`config.mk`:
```
export PLATFORM = sky130hd
export DESIGN_NAME = collision_hit_detector
export DESIGN_NICKNAME = d
export VERILOG_FILES = /design/src/rtl/collision_hit_detector.sv
export SDC_FILE = /design/constraint.sdc
export NUM_CORES = 1
export LEC_CHECK = 0
export BUFFER_PORTS_ARGS = -buffer_cell sky130_fd_sc_hd__buf_2
export CELL_PAD_IN_SITES_DETAIL_PLACEMENT = 1
export CELL_PAD_IN_SITES_GLOBAL_PLACEMENT = 2
export CORE_UTILIZATION = 27
export CTS_BUF_LIST = sky130_fd_sc_hd__clkbuf_8 sky130_fd_sc_hd__clkbuf_16
export CTS_CLUSTER_DIAMETER = 200
export DETAILED_ROUTE_END_ITERATION = 10
export PLACE_DENSITY_LB_ADDON = 0.1
export SETUP_SLACK_MARGIN = 0.02
export SYNTH_ARGS = -nofsm -noshare
export SYNTH_HDL_FRONTEND = slang
export SYNTH_SLANG_ARGS = --single-unit
```
`constraint.sdc`:
```
create_clock -name clk -period 1.1 [get_ports clk]
set_input_delay 0.22 -clock clk [delete_from_list [all_inputs] [get_ports clk]]
set_output_delay 0.22 -clock clk [all_outputs]
set_load 0.005 [all_outputs]
```
`src/rtl/collision_hit_detector.sv`:
```
// Player/object collision detector with per-frame report handshake.
// Optional macro COLLISION_HIT_COUNT_EN adds a saturating hit-cycle count.
module collision_hit_detector #(
    parameter int NUM_BRICKS = 8
) (
    input  logic                  clk,
    input  logic                  resetN,
    input  logic                  startOfFrame,
    input  logic                  playerDrawingRequest,
    input  logic [3:0]            playerHitEdgeCode,
    input  logic [NUM_BRICKS-1:0] brickDrawingRequest,
    input  logic                  borderDrawingRequest,
    input  logic                  reportAck,
    output logic                  collisionPulse,
    output logic                  reportValid,
    output logic [3:0]            reportEdges,
    output logic [NUM_BRICKS-1:0] reportBricks,
    output logic                  reportBorder,
`ifdef COLLISION_HIT_COUNT_EN
    output logic [7:0]            reportHitCount,
`endif
    output logic                  reportOverrun
);

    typedef enum logic {
        S_EMPTY,
        S_FULL
    } state_t;

    state_t                r_state;
    logic [3:0]            r_edgeAcc;
    logic [NUM_BRICKS-1:0] r_brickAcc;
    logic                  r_borderAcc;
    logic                  r_anyHit;

    logic                  w_hit;
    logic                  w_load;
    logic [3:0]            w_edgeTerm;
    logic [NUM_BRICKS-1:0] w_brickTerm;
    logic                  w_borderTerm;

    assign w_hit = playerDrawingRequest &
                   ((|brickDrawingRequest) | borderDrawingRequest);
    assign w_edgeTerm   = w_hit ? playerHitEdgeCode : 4'h0;
    assign w_brickTerm  = brickDrawingRequest & {NUM_BRICKS{playerDrawingRequest}};
    assign w_borderTerm = borderDrawingRequest & playerDrawingRequest;
    assign w_load       = startOfFrame & r_anyHit;

    // The startOfFrame pixel's hit terms seed the new frame's accumulators.
    always_ff @(posedge clk or posedge resetN) begin
        if (resetN) begin
            r_edgeAcc   <= '0;
            r_brickAcc  <= '0;
            r_borderAcc <= 1'b0;
            r_anyHit    <= 1'b0;
        end else if (startOfFrame) begin
            r_edgeAcc   <= w_edgeTerm;
            r_brickAcc  <= w_brickTerm;
            r_borderAcc <= w_borderTerm;
            r_anyHit    <= w_hit;
        end else begin
            r_edgeAcc   <= r_edgeAcc | w_edgeTerm;
            r_brickAcc  <= r_brickAcc | w_brickTerm;
            r_borderAcc <= r_borderAcc | w_borderTerm;
            r_anyHit    <= r_anyHit | w_hit;
        end
    end

    always_ff @(posedge clk or posedge resetN) begin
        if (resetN) begin
            collisionPulse <= 1'b0;
        end else begin
            collisionPulse <= w_hit & (startOfFrame | ~r_anyHit);
        end
    end

`ifdef COLLISION_HIT_COUNT_EN
    logic [7:0] r_hitCnt;
    logic [7:0] w_cntNext;

    assign w_cntNext = (r_hitCnt == 8'hFF) ? 8'hFF : r_hitCnt + 8'd1;

    always_ff @(posedge clk or posedge resetN) begin
        if (resetN) begin
            r_hitCnt       <= '0;
            reportHitCount <= '0;
        end else begin
            if (startOfFrame) begin
                r_hitCnt <= {7'd0, w_hit};
            end else if (w_hit) begin
                r_hitCnt <= w_cntNext;
            end
            if (w_load) begin
                reportHitCount <= r_hitCnt;
            end
        end
    end
`endif

    always_ff @(posedge clk or posedge resetN) begin
        if (resetN) begin
            r_state       <= S_EMPTY;
            reportValid   <= 1'b0;
            reportEdges   <= '0;
            reportBricks  <= '0;
            reportBorder  <= 1'b0;
            reportOverrun <= 1'b0;
        end else begin
            if (w_load) begin
                reportEdges  <= r_edgeAcc;
                reportBricks <= r_brickAcc;
                reportBorder <= r_borderAcc;
            end
            unique case (r_state)
                S_EMPTY: begin
                    if (w_load) begin
                        r_state     <= S_FULL;
                        reportValid <= 1'b1;
                    end
                end
                S_FULL: begin
                    // A reload wins over a same-cycle ack; the ack only
                    // suppresses the overrun flag.
                    if (w_load) begin
                        if (!reportAck) begin
                            reportOverrun <= 1'b1;
                        end
                    end else if (reportAck) begin
                        r_state     <= S_EMPTY;
                        reportValid <= 1'b0;
                    end
                end
                default: begin
                    r_state     <= S_EMPTY;
                    reportValid <= 1'b0;
                end
            endcase
        end
    end

endmodule

```
==> results.cfg, run 1 <==
[power_and_ir_drop]
vdd_drop_max_uv = 922.0
design_power_total_w = 0.002843
powerDensity_nw_per_um2 = 1748
power_leakage_nw = 0.8288

[timing]
worstMarginPinSlew_ns = 0.2662
report.final.hold_viol_count = 0
hold-worst-slack_ns = 0.1448
shortest_period_the_worst_path_allows_ns = 1.082
timing.fmax_mhz = 924.2
finalSetupViolations = 0
final-max-slew-violation-count = 0
rsz_0062_raised_after_global_routing = true
layout_worst_path_cycle_share_pct = 98.36
clock_skew_ns = 0.005456
max-slew-margin-rel_pct = 82.25

[layout]
layout_overhead_on_the_synthesized_area_pct = 38.00
nNetsFinal = 179
layoutNonFillerInstCount = 212
final_design_area_no_fill_um2 = 1627
layout.core_utilization_pct = 39.80
antenna-diode-count = 0
final.fill_count = 478
drive_above_1_share_pct = 33.95

[routing]
routedWlPerCell_um = 12.85
post-route-drc-count = 0
detailedRoute.firstIterationViolations = 51
wirelength_mm = 2.724
via_count = 935
via_per_inst = 4.410
1st_pass_router_iterations = 3
postRouteAntennaNets = 0

[grt]
grt_antenna_before_repair = 0
grt_first_pass_wirelength_mm = 4.519
grt_start_max_net_pins = 32
grt_pass1_vias = 979
gr-total-overflow = 0
total_global_route_track_usage_pct = 13.83

[synthesis]
post-synth-top-count-cell = dfrtp_1
ys.warnings.count = 0
synth_edf_count = 0
synth_top_cells_by_area = dfrtp_1 66%, o21ai_0 9.8%, nand2_1 9.2%
synth_common_cells = 31 x dfrtp_1, 29 x nand2_1, 23 x o21ai_0
ys_async_sr_fraction_pct = 100.0
average_cell_area_after_synthesis_um2 = 10.07
syn_area_um2 = 1179
synth_top_flop_cell = dfrtp_1
synth.yosys.seq_area_share_pct = 65.82
postSynthCellCount = 117
synth.ff_latch_count = 31
synth_top_cell_by_area = dfrtp_1
ys_types = 14
mappedNetlistNets = 135
synthDominantCellAreaShare_pct = 65.82

[placement]
port_buffers = 33
gp_congestion = 0.7672
post-place-cells = 203
detailed_place_hpwl_mm = 1.954
place_area_um2 = 1460

[worst_setup_path]
worstSetupEndpointType = flip-flop
cp_max_fo = 6
crit_path_start_kind = input port
crit_required_ns = 1.26
worst-setup-path-type = in -> reg
worstPathArrival_ns = 1.24

[clocking]
max-clock-path-buffers = 2
cts_setup_buffers = 0
htree_num_levels = 2
worst_setup_hold_path_clk_slew_ns = 0.07
cts_buffers = 5
insertion_delay_ns = 0.28
clockRootBuffer = clkbuf_8
cts_tree = built
clock-sinks = 31

[floorplan]
design.core.area_um2 = 4086
i_o_pins = 34
floorplan.initialDensity_pct = 28.84
die-area_um2 = 4634
floorplan.die.width_um = 68.07
die_height_um = 68.07
floorplan.rows = 23

[status]
run_status = finished clean

[run]
max_cap_viol_count = 0

[min_path]
hold_class = in -> reg
==> layer usage <==
layer	global-route usage [%]	part of all wire, %	vias up
met3	5.000	4.2	5
met4	5.469	1.3	0
met5	0	0	-
met1	15.49	45	452
li1	-	-	458
met2	23.65	49	20
==> repair_timing <==
action	4_1_cts	5_1_grt
endpoints found under the hold margin	31	0
endpoints found under the setup margin	6	6
hold buffers	1	0
pin swaps	1	1
resized for setup	2	6
==> state kept, by name, indices dropped and copies added, names as in the netlist <==
register and flops:
r_brickAcc 8, reportBricks 8, r_edgeAcc 4, reportEdges 4, collisionPulse 1, r_anyHit 1, r_borderAcc 1, r_state 1
reportBorder 1, reportOverrun 1, reportValid 1
==> final timing paths <==
check	startpoint	endpoint	slack [ns]	depth (start not counted)
max in group asynchronous	resetN	r_brickAcc[4]$_DFF_PP0_	0.41	4
max	brickDrawingRequest[3]	r_edgeAcc[1]$_DFF_PP0_	0.02	5
max reg2reg	r_anyHit$_DFF_PP0_	reportValid$_DFFE_PP0P_	0.15	4
min in group asynchronous	resetN	reportBricks[6]$_DFFE_PP0P_	0.51	4
min reg2reg	reportEdges[1]$_DFFE_PP0P_	reportEdges[1]$_DFFE_PP0P_	0.47	2
min	brickDrawingRequest[3]	r_brickAcc[3]$_DFF_PP0_	0.14	3
==> per-stage QoR <==
| stage | worst slack, ns | TNS (ns) |
|---|---|---|
| 2_1_floorplan | -0.2177 | -1.200 |
| 3_3_place_gp | -0.3620 | -2.111 |
| 3_5_place_dp | -0.3786 | -2.151 |
| 4_1_cts | 0.01616 | 0 |
| 5_1_grt | -0.006746 | -0.01295 |
| 6_report | 0.01800 | 0 |
==> power breakdown <==
part / internal (W) / switching, W / total, W / leakage [nW]
registers: 0.00127 / 0.0000527 / 0.00132 / 0.377
logic: 0.000171 / 0.000194 / 0.000365 / 0.391
clock network: 0.000732 / 0.000421 / 0.00115 / 0.0612
total: 0.00217 / 0.000668 / 0.00284 / 0.829
==> logic make-up (layout without fill, tap and decap cells) <==
| logic type | count (synthesis) | after routing | synth area share [%] |
|---|---|---|---|
| AO/OA/AOI/OAI | 29 | 29 | 13.16 |
| AND/OR/NAND/NOR | 37 | 37 | 14.65 |
| buffers and inverters | 20 | 65 | 6.369 |
| flip-flops | 31 | 31 | 65.82 |
==> cell usage in the layout (no fill, tap or decap), types with 2 or more instances in the layout <==
cell      instances
buf_2            31
buf_6             3
nand2_1          29
buf_4             6
nand2b_1          2
dfrtp_1          31
o22ai_2           3
nor2_1            2
o21ai_0          22
inv_1            15
clkbuf_8          6
==> worst max-delay path: stages <==
cell and delay, ns:
buf_6 0.09, or4_4 0.53, nor4_4 0.16, buf_6 0.17, o22ai_2 0.07
==> layout make-up <==
class,count,area [um^2],area share (%)
sequential,31,775.7,47.69
multi-input combinational,66,350.3,21.54
timing repair buffer,42,264.0,16.23
clock buffer,6,82.58,5.077
tap,50,62.56,3.846
inverter,15,56.30,3.462
clock inverter,2,35.03,2.154
Note: power is estimated with default switching activity, not from simulation.
==> inputs of run 2 (changes only) <==
- REMOVE_ABC_BUFFERS: default -> 1
==> run 2 against run 1 <==
Against the previous run: utilization decreased by 0.86 points; count of clock-buffer cells in the layout increased by 1; die area unchanged; maximum frequency decreased by 0.31%; non-clock buffer count fell by 3; sequential share of layout area grew 1.0 points; largest cell class unchanged; largest power group unchanged; cell count shrank 1.4%; setup slack got worse by 0.0034 ns.
==> results.cfg, run 2 (synthesized netlist as in run 1, its figures left out) <==
[routing]
via_per_inst = 4.368
wirelength_mm = 2.688
routedWlPerCell_um = 12.86
1st_pass_router_iterations = 4
post-route-drc-count = 0
detailedRoute.firstIterationViolations = 49
via_count = 913
postRouteAntennaNets = 0

[floorplan]
floorplan.initialDensity_pct = 28.84
die_height_um = 68.07
floorplan.rows = 23
design.core.area_um2 = 4086
i_o_pins = 34
die-area_um2 = 4634
floorplan.die.width_um = 68.07

[power_and_ir_drop]
power.share.combinational_pct = 13.7
powerDensity_nw_per_um2 = 1666
power_leakage_nw = 0.8111
share_clk_of_total_power_pct = 36.4
switching_power_w = 0.0006513
power_report.internal_total_w = 0.002001
power.switching_fraction_pct = 24.56
seq_power_share_pct = 49.9
vdd_drop_max_uv = 612.4

[clocking]
clock-sinks = 31
cts_buffers = 5
clockRootBuffer = clkbuf_8
max-clock-path-buffers = 2
insertion_delay_ns = 0.28
cts_setup_buffers = 0
cts_tree = built
worst_setup_hold_path_clk_slew_ns = 0.06
htree_num_levels = 2

[placement]
post-place-cells = 200
detailed_place_hpwl_mm = 1.902
port_buffers = 33
gp_congestion = 0.6935

[worst_setup_path]
worstSetupEndpointType = flip-flop
path_depth = 5
worstPathArrival_ns = 1.25
cpLargestDelayFamily = simple AND/OR/NAND/NOR gates
buf_inv_stages_crit_path = 2
ff2ff_path_depth = 4
crit_path_start_kind = input port
largest_incremental_delay_on_the_critical_path_ns = 0.54
timing.critical_path.mode_cell = buf_6
crit_required_ns = 1.26
cpMaxStageDelayCell = or4_4
path_cells = buf_6, or4_4, nor4_4, buf_6, o22ai_2
worst-setup-path-type = in -> reg
cp_max_fo = 6

[layout]
nNetsFinal = 176
final.fill_count = 482
final_common_cell = buf_2
antenna-diode-count = 0
layout_overhead_on_the_synthesized_area_pct = 35.03
layoutNonFillerInstCount = 209
top_regs = r_brickAcc: 8 flops, reportBricks: 8 flops
layout.core_utilization_pct = 38.95
mostFrequentLayoutCells = 32 x buf_2, 31 x dfrtp_1, 29 x nand2_1
drive_above_1_share_pct = 32.08

[grt]
grt_pass1_vias = 935
grt_antenna_before_repair = 0
gr-total-overflow = 0
total_global_route_track_usage_pct = 13.54
grt_start_max_net_pins = 32
grt_first_pass_wirelength_mm = 4.374

[min_path]
hold_class = in -> reg
hold_path_depth = 3

[timing]
max-slew-margin-rel_pct = 80.96
timing.fmax_mhz = 921.3
clock_skew_ns = 0.002468
final-max-slew-violation-count = 0
layout_worst_path_cycle_share_pct = 98.67
worstMarginPinSlew_ns = 0.2856
rsz_0062_raised_after_global_routing = true
shortest_period_the_worst_path_allows_ns = 1.085
finalSetupViolations = 0
report.final.hold_viol_count = 0

[run]
max_cap_viol_count = 0

[status]
run_status = finished clean
run 2: changes by cell type in the layout (fill, tap and decap cells not counted), sizes merged:
cell / before / now
clkbuf: 6 / 7
inv: 15 / 16
buf: 41 / 38
bufinv: 1 / 0
clkinv: 1 / 0
run 2: worst min-delay path: stages:
cell and delay (ns):
buf_6 0.07, nand2_1 0.04, o21ai_0 0.06
run 2: routing by layer:
metal	routed length [um]	part of all wire, %	vias to the layer above	track usage (%)
li1	-	-	454	-
met1	1287	48	433	17.47
met2	1249	46	22	20.71
met3	116	4.3	4	4.000
met4	34	1.3	0	6.250
met5	0	0	-	0
run 2: final cells by class:
| type | count | area [um^2] | share of cell area (%) |
|---|---|---|---|
| Inverter | 15 | 56.30 | 3.538 |
| Tap cell | 50 | 62.56 | 3.931 |
| Sequential cell | 31 | 775.7 | 48.74 |
| Timing Repair Buffer | 39 | 247.7 | 15.57 |
| Multi-Input combinational cell | 66 | 349.1 | 21.93 |
| Clock buffer | 7 | 96.34 | 6.053 |
| Clock inverter | 1 | 3.754 | 0.2358 |
run 2: power groups by stage:
stage	clock, W	combinational [W]	sequential, W
after floorplan	0	0.000142	0.00135
after global placement	0	0.000348	0.00134
after detailed placement	0	0.000361	0.00135
after CTS	0.00100	0.000374	0.00133
after global routing	0.00105	0.000420	0.00134
final	0.000965	0.000362	0.00132
run 2: through the flow:
step / instance area [um^2] / setup TNS, ns / worst slack, ns / hold WS [ns] / total power, W
floorplan: 1160 / -1.260 / -0.2177 / 0.3164 / 0.001494
global placement: 1450 / -2.092 / -0.3587 / 0.2704 / 0.001691
detailed placement: 1450 / -2.176 / -0.3736 / 0.2802 / 0.001709
CTS: 1585 / -0.0004560 / -0.0004560 / 0.1483 / 0.002704
global route: 1592 / -0.06172 / -0.01769 / 0.1684 / 0.002816
finish: 1592 / 0 / 0.01462 / 0.1547 / 0.002652
run 2: worst paths after layout:
kind                                      startpoint                         to  slack [ns]
max in group asynchronous                     resetN         r_anyHit$_DFF_PP0_        0.41
hold reg to reg            reportOverrun$_DFFE_PP0P_  reportOverrun$_DFFE_PP0P_        0.47
hold / removal                brickDrawingRequest[7]    r_brickAcc[7]$_DFF_PP0_        0.15
setup / recovery              brickDrawingRequest[7]     r_edgeAcc[3]$_DFF_PP0_        0.01
setup reg to reg                  r_anyHit$_DFF_PP0_    reportValid$_DFFE_PP0P_        0.11
min in group asynchronous                     resetN    r_brickAcc[1]$_DFF_PP0_        0.53
run 2: what timing repair did:
item                       CTS  global route
cloned                       0             0
setup endpoints to repair    6             6
pin swaps                    7             1
hold endpoints to repair    31             0
hold buffers                 1             0
resized for setup            5             2
